--- config.mk ---
export PLATFORM = sky130hd
export DESIGN_NAME = arc4_ctrl_flat
export DESIGN_NICKNAME = d
export VERILOG_FILES = /design/src/rtl/arc4_ctrl_if.sv /design/src/rtl/arc4_ctrl.sv /design/src/flat_wrapper.sv
export SDC_FILE = /design/constraint.sdc
export NUM_CORES = 1
export LEC_CHECK = 0
export ABC_CLOCK_PERIOD_IN_PS = 3400
export CAP_MARGIN = 10
export CORE_MARGIN = 3
export CORE_UTILIZATION = 36
export DETAILED_ROUTE_END_ITERATION = 8
export PLACE_DENSITY = 0.86
export REMOVE_ABC_BUFFERS = 1
export SLEW_MARGIN = 20
export SYNTH_ARGS = -nofsm -noshare
export SYNTH_HDL_FRONTEND = slang
export SYNTH_SLANG_ARGS = --single-unit
--- constraint.sdc ---
create_clock -name clk -period 3.4 [get_ports clk]
set_input_delay 0.68 -clock clk [delete_from_list [all_inputs] [get_ports clk]]
set_output_delay 0.68 -clock clk [all_outputs]
set_load 0.02 [all_outputs]
--- src/rtl/arc4_ctrl_if.sv ---
// Bundle of the start/ready handshake, key path and shared S-memory request
// lines around the ARC4 sequencing controller. The controller connects through
// the master view; the surrounding top level and sub-blocks use the slave view.
interface arc4_ctrl_if #(
  parameter int KEY_W = 24
);

  // Top-level handshake and key
  logic             en;
  logic             rdy;
  logic [KEY_W-1:0] key;
  logic [KEY_W-1:0] key_q;

  // Start pulses and idle flags of the three sub-blocks
  logic init_en;
  logic ksa_en;
  logic prga_en;
  logic init_rdy;
  logic ksa_rdy;
  logic prga_rdy;

  // S-memory requests from each sub-block
  logic [7:0] init_addr;
  logic [7:0] ksa_addr;
  logic [7:0] prga_addr;
  logic [7:0] init_wrdata;
  logic [7:0] ksa_wrdata;
  logic [7:0] prga_wrdata;
  logic       init_wren;
  logic       ksa_wren;
  logic       prga_wren;

  // Shared S-memory port and status
  logic [7:0] s_addr;
  logic [7:0] s_wrdata;
  logic       s_wren;
  logic [1:0] phase;
  logic       err;

  modport master (
    input  en, key,
    input  init_rdy, ksa_rdy, prga_rdy,
    input  init_addr, ksa_addr, prga_addr,
    input  init_wrdata, ksa_wrdata, prga_wrdata,
    input  init_wren, ksa_wren, prga_wren,
    output rdy, key_q,
    output init_en, ksa_en, prga_en,
    output s_addr, s_wrdata, s_wren,
    output phase, err
  );

  modport slave (
    output en, key,
    output init_rdy, ksa_rdy, prga_rdy,
    output init_addr, ksa_addr, prga_addr,
    output init_wrdata, ksa_wrdata, prga_wrdata,
    output init_wren, ksa_wren, prga_wren,
    input  rdy, key_q,
    input  init_en, ksa_en, prga_en,
    input  s_addr, s_wrdata, s_wren,
    input  phase, err
  );

endinterface

--- src/rtl/arc4_ctrl.sv ---
// ARC4 sequencing controller. On an accepted start it latches the key and walks
// the init, KSA and PRGA sub-blocks in order, giving each a single start pulse
// once it reports idle, then waiting for it to report idle again. While a
// sub-block owns the sequence, its S-memory requests are routed to the shared
// port; a write attempt from any other requester is dropped and flagged in a
// sticky error bit that is cleared only by the next accepted start or reset.
module arc4_ctrl #(
  parameter int KEY_W = 24
) (
  input  logic          clk,
  input  logic          rst_n,
  arc4_ctrl_if.master   bus
);

  typedef enum logic [2:0] {
    IDLE      = 3'd0,
    INIT_GO   = 3'd1,
    INIT_BUSY = 3'd2,
    KSA_GO    = 3'd3,
    KSA_BUSY  = 3'd4,
    PRGA_GO   = 3'd5,
    PRGA_BUSY = 3'd6
  } stateT;

  stateT            state_q;
  stateT            state_d;
  logic [KEY_W-1:0] keyReg_q;
  logic [KEY_W-1:0] keyReg_d;
  logic             err_q;
  logic             err_d;

  logic             accept;
  logic             intrude;
  logic             rdyOut;
  logic [1:0]       phaseOut;
  logic             initEn;
  logic             ksaEn;
  logic             prgaEn;
  logic [7:0]       sAddr;
  logic [7:0]       sWrdata;
  logic             sWren;

  // A start request is only honoured while the controller sits in IDLE.
  assign accept = (state_q == IDLE) && bus.en;

  // State register; reset abandons any sequence in progress.
  always_ff @(posedge clk or negedge rst_n) begin
    if (!rst_n) begin
      state_q <= IDLE;
    end else begin
      state_q <= state_d;
    end
  end

  // Next-state: each GO state waits for its sub-block to be idle (the same edge
  // that carries the start pulse), each BUSY state waits for it to be idle again.
  always_comb begin
    state_d = state_q;
    unique case (state_q)
      IDLE:      if (bus.en)       state_d = INIT_GO;
      INIT_GO:   if (bus.init_rdy) state_d = INIT_BUSY;
      INIT_BUSY: if (bus.init_rdy) state_d = KSA_GO;
      KSA_GO:    if (bus.ksa_rdy)  state_d = KSA_BUSY;
      KSA_BUSY:  if (bus.ksa_rdy)  state_d = PRGA_GO;
      PRGA_GO:   if (bus.prga_rdy) state_d = PRGA_BUSY;
      PRGA_BUSY: if (bus.prga_rdy) state_d = IDLE;
      default:                     state_d = IDLE;
    endcase
  end

  // Outputs decoded from the state: ready flag, owner code, start pulses,
  // S-memory routing and detection of writes from requesters that do not own
  // the memory (every requester is an intruder while idle).
  always_comb begin
    rdyOut   = 1'b0;
    phaseOut = 2'd0;
    initEn   = 1'b0;
    ksaEn    = 1'b0;
    prgaEn   = 1'b0;
    sAddr    = 8'd0;
    sWrdata  = 8'd0;
    sWren    = 1'b0;
    intrude  = 1'b0;
    unique case (state_q)
      IDLE: begin
        rdyOut  = 1'b1;
        intrude = bus.init_wren | bus.ksa_wren | bus.prga_wren;
      end
      INIT_GO, INIT_BUSY: begin
        phaseOut = 2'd1;
        initEn   = (state_q == INIT_GO) && bus.init_rdy;
        sAddr    = bus.init_addr;
        sWrdata  = bus.init_wrdata;
        sWren    = bus.init_wren;
        intrude  = bus.ksa_wren | bus.prga_wren;
      end
      KSA_GO, KSA_BUSY: begin
        phaseOut = 2'd2;
        ksaEn    = (state_q == KSA_GO) && bus.ksa_rdy;
        sAddr    = bus.ksa_addr;
        sWrdata  = bus.ksa_wrdata;
        sWren    = bus.ksa_wren;
        intrude  = bus.init_wren | bus.prga_wren;
      end
      PRGA_GO, PRGA_BUSY: begin
        phaseOut = 2'd3;
        prgaEn   = (state_q == PRGA_GO) && bus.prga_rdy;
        sAddr    = bus.prga_addr;
        sWrdata  = bus.prga_wrdata;
        sWren    = bus.prga_wren;
        intrude  = bus.init_wren | bus.ksa_wren;
      end
      default: begin
        rdyOut = 1'b0;
      end
    endcase
  end

  // Key and error next values: a new start reloads the key and restarts error
  // tracking, but an intrusion seen in that same cycle still sets the flag.
  always_comb begin
    keyReg_d = keyReg_q;
    err_d    = err_q | intrude;
    if (accept) begin
      keyReg_d = bus.key;
      err_d    = intrude;
    end
  end

  // Key and sticky error registers.
  always_ff @(posedge clk or negedge rst_n) begin
    if (!rst_n) begin
      keyReg_q <= '0;
      err_q    <= 1'b0;
    end else begin
      keyReg_q <= keyReg_d;
      err_q    <= err_d;
    end
  end

  assign bus.rdy      = rdyOut;
  assign bus.phase    = phaseOut;
  assign bus.init_en  = initEn;
  assign bus.ksa_en   = ksaEn;
  assign bus.prga_en  = prgaEn;
  assign bus.s_addr   = sAddr;
  assign bus.s_wrdata = sWrdata;
  assign bus.s_wren   = sWren;
  assign bus.key_q    = keyReg_q;
  assign bus.err      = err_q;

  // Start pulses never overlap, never last beyond one cycle, and the shared
  // port is never written without an owner.
  assert property (@(posedge clk) disable iff (!rst_n)
    $onehot0({initEn, ksaEn, prgaEn}));
  assert property (@(posedge clk) disable iff (!rst_n) initEn |=> !initEn);
  assert property (@(posedge clk) disable iff (!rst_n) ksaEn  |=> !ksaEn);
  assert property (@(posedge clk) disable iff (!rst_n) prgaEn |=> !prgaEn);
  assert property (@(posedge clk) disable iff (!rst_n) sWren |-> (phaseOut != 2'd0));

endmodule

--- src/flat_wrapper.sv ---
// flat-port wrapper written by rule: the top's interface ports become plain ports
module arc4_ctrl_flat 
#(
  parameter int KEY_W = 24
)
  (clk, rst_n, bus_en, bus_key, bus_init_rdy, bus_ksa_rdy, bus_prga_rdy, bus_init_addr, bus_ksa_addr, bus_prga_addr, bus_init_wrdata, bus_ksa_wrdata, bus_prga_wrdata, bus_init_wren, bus_ksa_wren, bus_prga_wren, bus_rdy, bus_key_q, bus_init_en, bus_ksa_en, bus_prga_en, bus_s_addr, bus_s_wrdata, bus_s_wren, bus_phase, bus_err);
  arc4_ctrl_if #(.KEY_W(KEY_W)) bus_i ();
  input  logic clk;
  input  logic rst_n;
  input wire logic [$bits(bus_i.en)-1:0] bus_en;
  input wire logic [$bits(bus_i.key)-1:0] bus_key;
  input wire logic [$bits(bus_i.init_rdy)-1:0] bus_init_rdy;
  input wire logic [$bits(bus_i.ksa_rdy)-1:0] bus_ksa_rdy;
  input wire logic [$bits(bus_i.prga_rdy)-1:0] bus_prga_rdy;
  input wire logic [$bits(bus_i.init_addr)-1:0] bus_init_addr;
  input wire logic [$bits(bus_i.ksa_addr)-1:0] bus_ksa_addr;
  input wire logic [$bits(bus_i.prga_addr)-1:0] bus_prga_addr;
  input wire logic [$bits(bus_i.init_wrdata)-1:0] bus_init_wrdata;
  input wire logic [$bits(bus_i.ksa_wrdata)-1:0] bus_ksa_wrdata;
  input wire logic [$bits(bus_i.prga_wrdata)-1:0] bus_prga_wrdata;
  input wire logic [$bits(bus_i.init_wren)-1:0] bus_init_wren;
  input wire logic [$bits(bus_i.ksa_wren)-1:0] bus_ksa_wren;
  input wire logic [$bits(bus_i.prga_wren)-1:0] bus_prga_wren;
  output wire logic [$bits(bus_i.rdy)-1:0] bus_rdy;
  output wire logic [$bits(bus_i.key_q)-1:0] bus_key_q;
  output wire logic [$bits(bus_i.init_en)-1:0] bus_init_en;
  output wire logic [$bits(bus_i.ksa_en)-1:0] bus_ksa_en;
  output wire logic [$bits(bus_i.prga_en)-1:0] bus_prga_en;
  output wire logic [$bits(bus_i.s_addr)-1:0] bus_s_addr;
  output wire logic [$bits(bus_i.s_wrdata)-1:0] bus_s_wrdata;
  output wire logic [$bits(bus_i.s_wren)-1:0] bus_s_wren;
  output wire logic [$bits(bus_i.phase)-1:0] bus_phase;
  output wire logic [$bits(bus_i.err)-1:0] bus_err;
  assign bus_i.en = bus_en;
  assign bus_i.key = bus_key;
  assign bus_i.init_rdy = bus_init_rdy;
  assign bus_i.ksa_rdy = bus_ksa_rdy;
  assign bus_i.prga_rdy = bus_prga_rdy;
  assign bus_i.init_addr = bus_init_addr;
  assign bus_i.ksa_addr = bus_ksa_addr;
  assign bus_i.prga_addr = bus_prga_addr;
  assign bus_i.init_wrdata = bus_init_wrdata;
  assign bus_i.ksa_wrdata = bus_ksa_wrdata;
  assign bus_i.prga_wrdata = bus_prga_wrdata;
  assign bus_i.init_wren = bus_init_wren;
  assign bus_i.ksa_wren = bus_ksa_wren;
  assign bus_i.prga_wren = bus_prga_wren;
  assign bus_rdy = bus_i.rdy;
  assign bus_key_q = bus_i.key_q;
  assign bus_init_en = bus_i.init_en;
  assign bus_ksa_en = bus_i.ksa_en;
  assign bus_prga_en = bus_i.prga_en;
  assign bus_s_addr = bus_i.s_addr;
  assign bus_s_wrdata = bus_i.s_wrdata;
  assign bus_s_wren = bus_i.s_wren;
  assign bus_phase = bus_i.phase;
  assign bus_err = bus_i.err;
  arc4_ctrl #(.KEY_W(KEY_W)) u_core (.clk(clk), .rst_n(rst_n), .bus(bus_i));
endmodule
==> results.md, run 1 <==
* DR vias at 1619
* Max Slew Vio Count at 0
* Final std cells w/o fill at 321
* TNS Setup at 0 ns
* Critical Path Slowest Stage Cell: clkdlybuf4s50_1
* WL per Instance at 15.4 um
* FF-to-FF Start: u_core.state_q[2]
* CP Cell Sequence: buf_4, nand2b_1, o22ai_2, buf_4, o2bb2ai_1, clkdlybuf4s50_1
* First-pass GRT wire length at 7.36 mm
* Data arrival, critical path at 2.25 ns
* Congestion Overflow GR at 0
* # IOs at 129
* Most frequent cell after synthesis: dfrtp_1
* Asr flop ratio synth at 1.00
* Routed Antenna Nets at 0
* Layout cells sized above 1 at 0.138
* Area grow syn2layout at 82.0%
* Clock root buffer: clkbuf_8
* Pwr per Cell Area at 911 mW/mm2
* Register area share after synthesis at 0.419
* Input/output buffers at 128
* Hold_buf cts at 0
* Final period util at 0.863
* Hold Path End: u_core.bus.key_q[12]
* CTS H-tree depth at 1
* WS Path Type: flop to output port
* Post-synthesis register bit count at 28
* Initial antenna violation count at 0
* Slew @ Worst Pin at 0.344 ns
* Post-Syn Instances at 141
* MaxCap Viol Count at 0
* Clk buf depth at 2
* Area after DPL at 0.00299 mm2
* Inserted Clock Buffers at 3
* Synth area leaders: dfrtp_1 (42%), mux2_2 (16%), mux2i_1 (11%)
* RSZ-0062 raised after global routing: no
* Die W at 74.1 um
* Post-synthesis cell type count at 34
* DR pass1 iterations at 4
* Critical path endpoint category: output port
* Worst R2R Setup Slack at 1.58 ns
* Die area at 0.00549 mm2
* Minimum clock period at 2.93 ns
* Die H at 74.1 um
* Iteration-0 DRC Markers at 59
* Worst R2R End: u_core.bus.err
* Req. time, crit path at 2.72 ns
* Share of the synthesized area in the top cell type at 0.419
* # DRC at 0
* Mapped Area at 0.00167 mm2
* Worst Hold Class: flop to flop
* Most used DFF post-synth: dfrtp_1
* Clk sinks at 28
* Endpoints failing hold at 0
* Crit-path most repeated cell: buf_4
* Setup violators final at 0
* Leading area contributor after synthesis: dfrtp_1
* Nets at 351
* Family with the most delay on the worst path: buffers and inverters
* Worst ir drop on vdd at 0.660 mV
* Row count at 24
* Buf/Inv on CP at 3
* ANT cells at 0
* Slew Limit Headroom at 0.771
* Status: complete, no violations
* Clk_lat worst skew at 0.27 ns
* Starting Density at 0.378
* Reg2Reg Depth at 5
* Post-CTS setup buffers at 0
* Syn_area_per_cell at 11.8 um2
* Fmax at 0.341 GHz
* Post-placement cell count at 317
* Via density per instance at 5.04
* Max stage delay on crit path at 0.65 ns
* CP Launch Type: flop
* Vias in the first global route at 1546
* Largest net degree at the start of global routing at 29
* Post-DP HPWL at 4.11 mm
* CP max FO at 17
* CTS tree: yes
* Hold Path Depth at 1
* EDFF count, synth at 0
* Cts repair resizes at 0
* Final instance area at 0.00304 mm2
* Hold path startpoint: u_core.bus.key_q[12]
* Commonest cells post-synth: dfrtp_1 (28), mux2_2 (23), mux2i_1 (18), o2bb2ai_1 (17), inv_1 (6)
* Hold Slack at 0.508 ns
* Worst Clk Skew at 0.00217 ns
* Global Route Usage Sum at 0.176
* Leakage power at 1.17 nW
* Clk pin slew, worst setup/hold paths at 0.09 ns
* YS warnings at 0
* GPL Wtd Cong at 0.716
* Final WL at 4.95 mm
* Core area at 0.00441 mm2
==> state kept, by name, indices dropped and copies added, names as in the netlist <==
register / cells
u_core.state_q: 3
u_core.bus.key_q: 24
u_core.bus.err: 1
==> kinds of logic after synthesis <==
kind of cell / Yosys count / share of synthesized area
mux: 42 / 0.270
compound gates: 28 / 0.139
flops: 28 / 0.419
simple gates: 23 / 0.0929
buf+inv: 18 / 0.0682
xor+xnor: 2 / 0.0105
==> layer usage <==
metal	track usage	vias to the layer above	wire, um
met3	0.0649	6	660
met2	0.311	101	2340
met1	0.189	732	1860
met5	0	-	0
met4	0.0704	0	87
li1	-	780	-
==> final cells by class <==
class                   instances  area [um2]
well taps                      52        65.1
inverters                       6        22.5
clock buffers                   4        55.1
flip-flops and latches         28         701
repair buffers                136        1340
multi-input cells              95         856
fillers                       346        1370
==> cell usage in the layout, fill, tap and decap left out, drive strengths merged, types with 2 or more instances in the layout <==
| master | count |
|---|---|
| o22ai | 2 |
| o2bb2ai | 17 |
| inv | 6 |
| nor3 | 3 |
| nor4bb | 2 |
| nor2 | 2 |
| nor4b | 3 |
| nand2 | 5 |
| mux2i | 18 |
| a21oi | 2 |
| clkbuf | 4 |
| xnor2 | 2 |
| mux2 | 24 |
| nand2b | 2 |
| dfrtp | 28 |
| buf | 8 |
| clkdlybuf4s50 | 128 |
==> worst reg2reg max path, cell delays in order (launching register included) <==
cell and delay [ns]:
dfrtp_1 0.46, buf_4 0.23, nor4b_4 0.27, buf_4 0.34, inv_1 0.11, a221o_1 0.30
==> power by group <==
part | total [mW] | internal, mW | switching [mW]
registers | 0.599 | 0.500 | 0.0996
logic | 1.97 | 1.01 | 0.958
clock network | 0.203 | 0.104 | 0.0991
==> how the worst max path moves through the flow <==
| stage | cells past startpoint | startpoint | slack, ns | end |
|---|---|---|---|---|
| 2_1_floorplan | 3 | u_core.state_q[2] | 0.69 | bus_s_addr[0] |
| 3_3_place_gp | 4 | bus_init_rdy | 0.59 | bus_init_en |
| 3_5_place_dp | 4 | bus_init_rdy | 0.54 | bus_init_en |
| 4_1_cts | 6 | u_core.state_q[2] | 0.44 | bus_s_addr[4] |
| 5_1_grt | 6 | u_core.state_q[2] | 0.32 | bus_s_wrdata[5] |
| 6_report | 6 | u_core.state_q[2] | 0.47 | bus_s_addr[4] |
==> per-stage QoR <==
step                      total power [mW]  setup WS, ns   util
after floorplan                       1.62         0.685      -
after global placement                2.57         0.591  0.676
after detailed placement              2.61         0.543  0.676
after CTS                             2.81         0.441  0.689
after global routing                  2.94         0.323  0.689
final                                 2.77         0.466  0.689
Note: power is estimated with default switching activity, not from simulation.
==> run 2, diff against run 1 <==
Settings changed: GPL_ROUTABILITY_DRIVEN set to 0, MAX_ROUTING_LAYER set to met4.
==> run 2 against run 1 <==
Effect of this change: sequential share of layout area stayed put; total power is essentially flat; sequential power about the same; register-to-register slack about the same; cell area unchanged; routed wire length up 1.1%; clock-buffer cell count is the same; global-route usage grew 0.46 points; utilization unchanged; final cell count unchanged; clock skew is essentially flat; critical path depth unchanged; critical path type unchanged; largest power group unchanged; highest routed layer unchanged.
==> results.md, run 2 (synthesized netlist as in run 1, its figures left out) <==
* Status: complete, no violations
* Critical Path Slowest Stage Cell: clkdlybuf4s50_1
* Tot Pwr at 2.77 mW
* Die H at 74.1 um
* Vias in the first global route at 1556
* Hold_buf cts at 0
* Final std cells w/o fill at 321
* Clk buf depth at 2
* Global Route Usage Sum at 0.180
* Starting Density at 0.378
* Congestion Overflow GR at 0
* FF-to-FF Start: u_core.state_q[2]
* Cts repair resizes at 0
* Commonest cells after routing, fill and taps aside: clkdlybuf4s50_1 (128), dfrtp_1 (28), mux2_2 (23), mux2i_1 (18), o2bb2ai_1 (17)
* Clk sinks at 28
* Routed Antenna Nets at 0
* Power share of the clock group at 0.073
* Hold path startpoint: u_core.bus.key_q[12]
* Crit-path most repeated cell: buf_4
* MaxCap Viol Count at 0
* Psw at 1.16 mW
* Worst Clk Skew at 0.00205 ns
* Net Sw Frac at 0.418
* Commonest non-fill, non-tap cell in the layout: clkdlybuf4s50_1
* Seq pwr share at 0.216
* WS Path Type: flop to output port
* Slew @ Worst Pin at 0.344 ns
* FF/Latch Area at 701 um2
* RSZ-0062 raised after global routing: no
* Final WL at 5.01 mm
* Area grow syn2layout at 82.0%
* Slew Limit Headroom at 0.770
* # IOs at 129
* Post-CTS setup buffers at 0
* Clk_lat worst skew at 0.27 ns
* CP max FO at 17
* Row count at 24
* Inserted Clock Buffers at 3
* Initial antenna violation count at 0
* Minimum clock period at 2.93 ns
* Clk pin slew, worst setup/hold paths at 0.09 ns
* Via density per instance at 5.07
* Reg2Reg Depth at 5
* Post-placement cell count at 317
* Layout cells sized above 1 at 0.138
* Post-DP HPWL at 4.11 mm
* CP Launch Type: flop
* Fmax at 0.341 GHz
* Die W at 74.1 um
* Buf/Inv on CP at 3
* Final Util at 0.689
* Iteration-0 DRC Markers at 45
* Pwr per Cell Area at 912 mW/mm2
* Data arrival, critical path at 2.25 ns
* Max Slew Vio Count at 0
* DR pass1 iterations at 4
* First-pass GRT wire length at 7.31 mm
* Max FFs per register at 24
* Endpoints failing hold at 0
* Worst ir drop on vdd at 0.660 mV
* Nets at 351
* Worst R2R Setup Slack at 1.58 ns
* Worst Hold Class: flop to flop
* TNS Setup at 0 ns
* Die area at 0.00549 mm2
* Clock root buffer: clkbuf_8
* Worst R2R End: u_core.bus.err
* Cell Int Power at 1.61 mW
* Max stage delay on crit path at 0.64 ns
* Hold Slack at 0.508 ns
* ANT cells at 0
* Core area at 0.00441 mm2
* Part of the power in combinational logic at 0.711
* Multi-input gate area at 856 um2
* Hold Path Depth at 1
* Input/output buffers at 128
* # DRC at 0
* Leakage power at 1.17 nW
* CTS H-tree depth at 1
* CTS tree: yes
* Largest net degree at the start of global routing at 29
* Final period util at 0.862
* DR vias at 1629
* WL per Instance at 15.6 um
* Layout fillers at 346
* Req. time, crit path at 2.72 ns
* CP Cell Sequence: buf_4, nand2b_1, o22ai_2, buf_4, o2bb2ai_1, clkdlybuf4s50_1
* Setup violators final at 0
* Family with the most delay on the worst path: buffers and inverters
* Critical path endpoint category: output port
* Hold Path End: u_core.bus.key_q[12]
==> run 2: cell counts in the layout (fill, tap and decap cells not counted) <==
Identical to the previous run, type by type.
==> run 2: layout make-up <==
cell class	count	area share
inverters	6	0.00741
well taps	52	0.0214
clock buffers	4	0.0181
repair buffers	136	0.441
multi-input cells	95	0.281
flip-flops and latches	28	0.230
==> run 2: stage by stage <==
| stage | cell area, um2 | setup slack (ns) |
|---|---|---|
| 2_1_floorplan | 1580 | 0.685 |
| 3_3_place_gp | 2990 | 0.591 |
| 3_5_place_dp | 2990 | 0.543 |
| 4_1_cts | 3040 | 0.441 |
| 5_1_grt | 3040 | 0.326 |
| 6_report | 3040 | 0.469 |
==> run 2: power by group through the flow <==
stage	Combinational [mW]	Sequential, mW	Clock (mW)
final	1.97	0.599	0.203
after global routing	2.10	0.620	0.218
after CTS	2.00	0.602	0.208
after detailed placement	2.00	0.610	0
after global placement	1.97	0.597	0
after floorplan	0.779	0.846	0
==> run 2: routing by layer <==
| metal | track usage | vias up | wire (um) |
|---|---|---|---|
| met1 | 0.201 | 736 | 1960 |
| met4 | 0.0704 | 0 | 138 |
| li1 | - | 780 | - |
| met2 | 0.311 | 104 | 2340 |
| met5 | - | - | 0 |
| met3 | 0.0419 | 9 | 568 |
==> run 2: worst max-delay path by stage <==
| stage | from | endpoint | slack, ns | cells past startpoint |
|---|---|---|---|---|
| 6_report | u_core.state_q[2] | bus_s_wrdata[4] | 0.47 | 6 |
| 5_1_grt | u_core.state_q[2] | bus_s_wrdata[5] | 0.33 | 6 |
| 4_1_cts | u_core.state_q[2] | bus_s_addr[4] | 0.44 | 6 |
| 3_5_place_dp | bus_init_rdy | bus_init_en | 0.54 | 4 |
| 3_3_place_gp | bus_init_rdy | bus_init_en | 0.59 | 4 |
| 2_1_floorplan | u_core.state_q[2] | bus_s_addr[0] | 0.69 | 3 |
==> run 3, diff against run 2 <==
Settings changed: SKIP_CTS_REPAIR_TIMING set to 1.
==> results of run 3 <==
No change in the layout: final DEF, timing and power equal those of run 2.
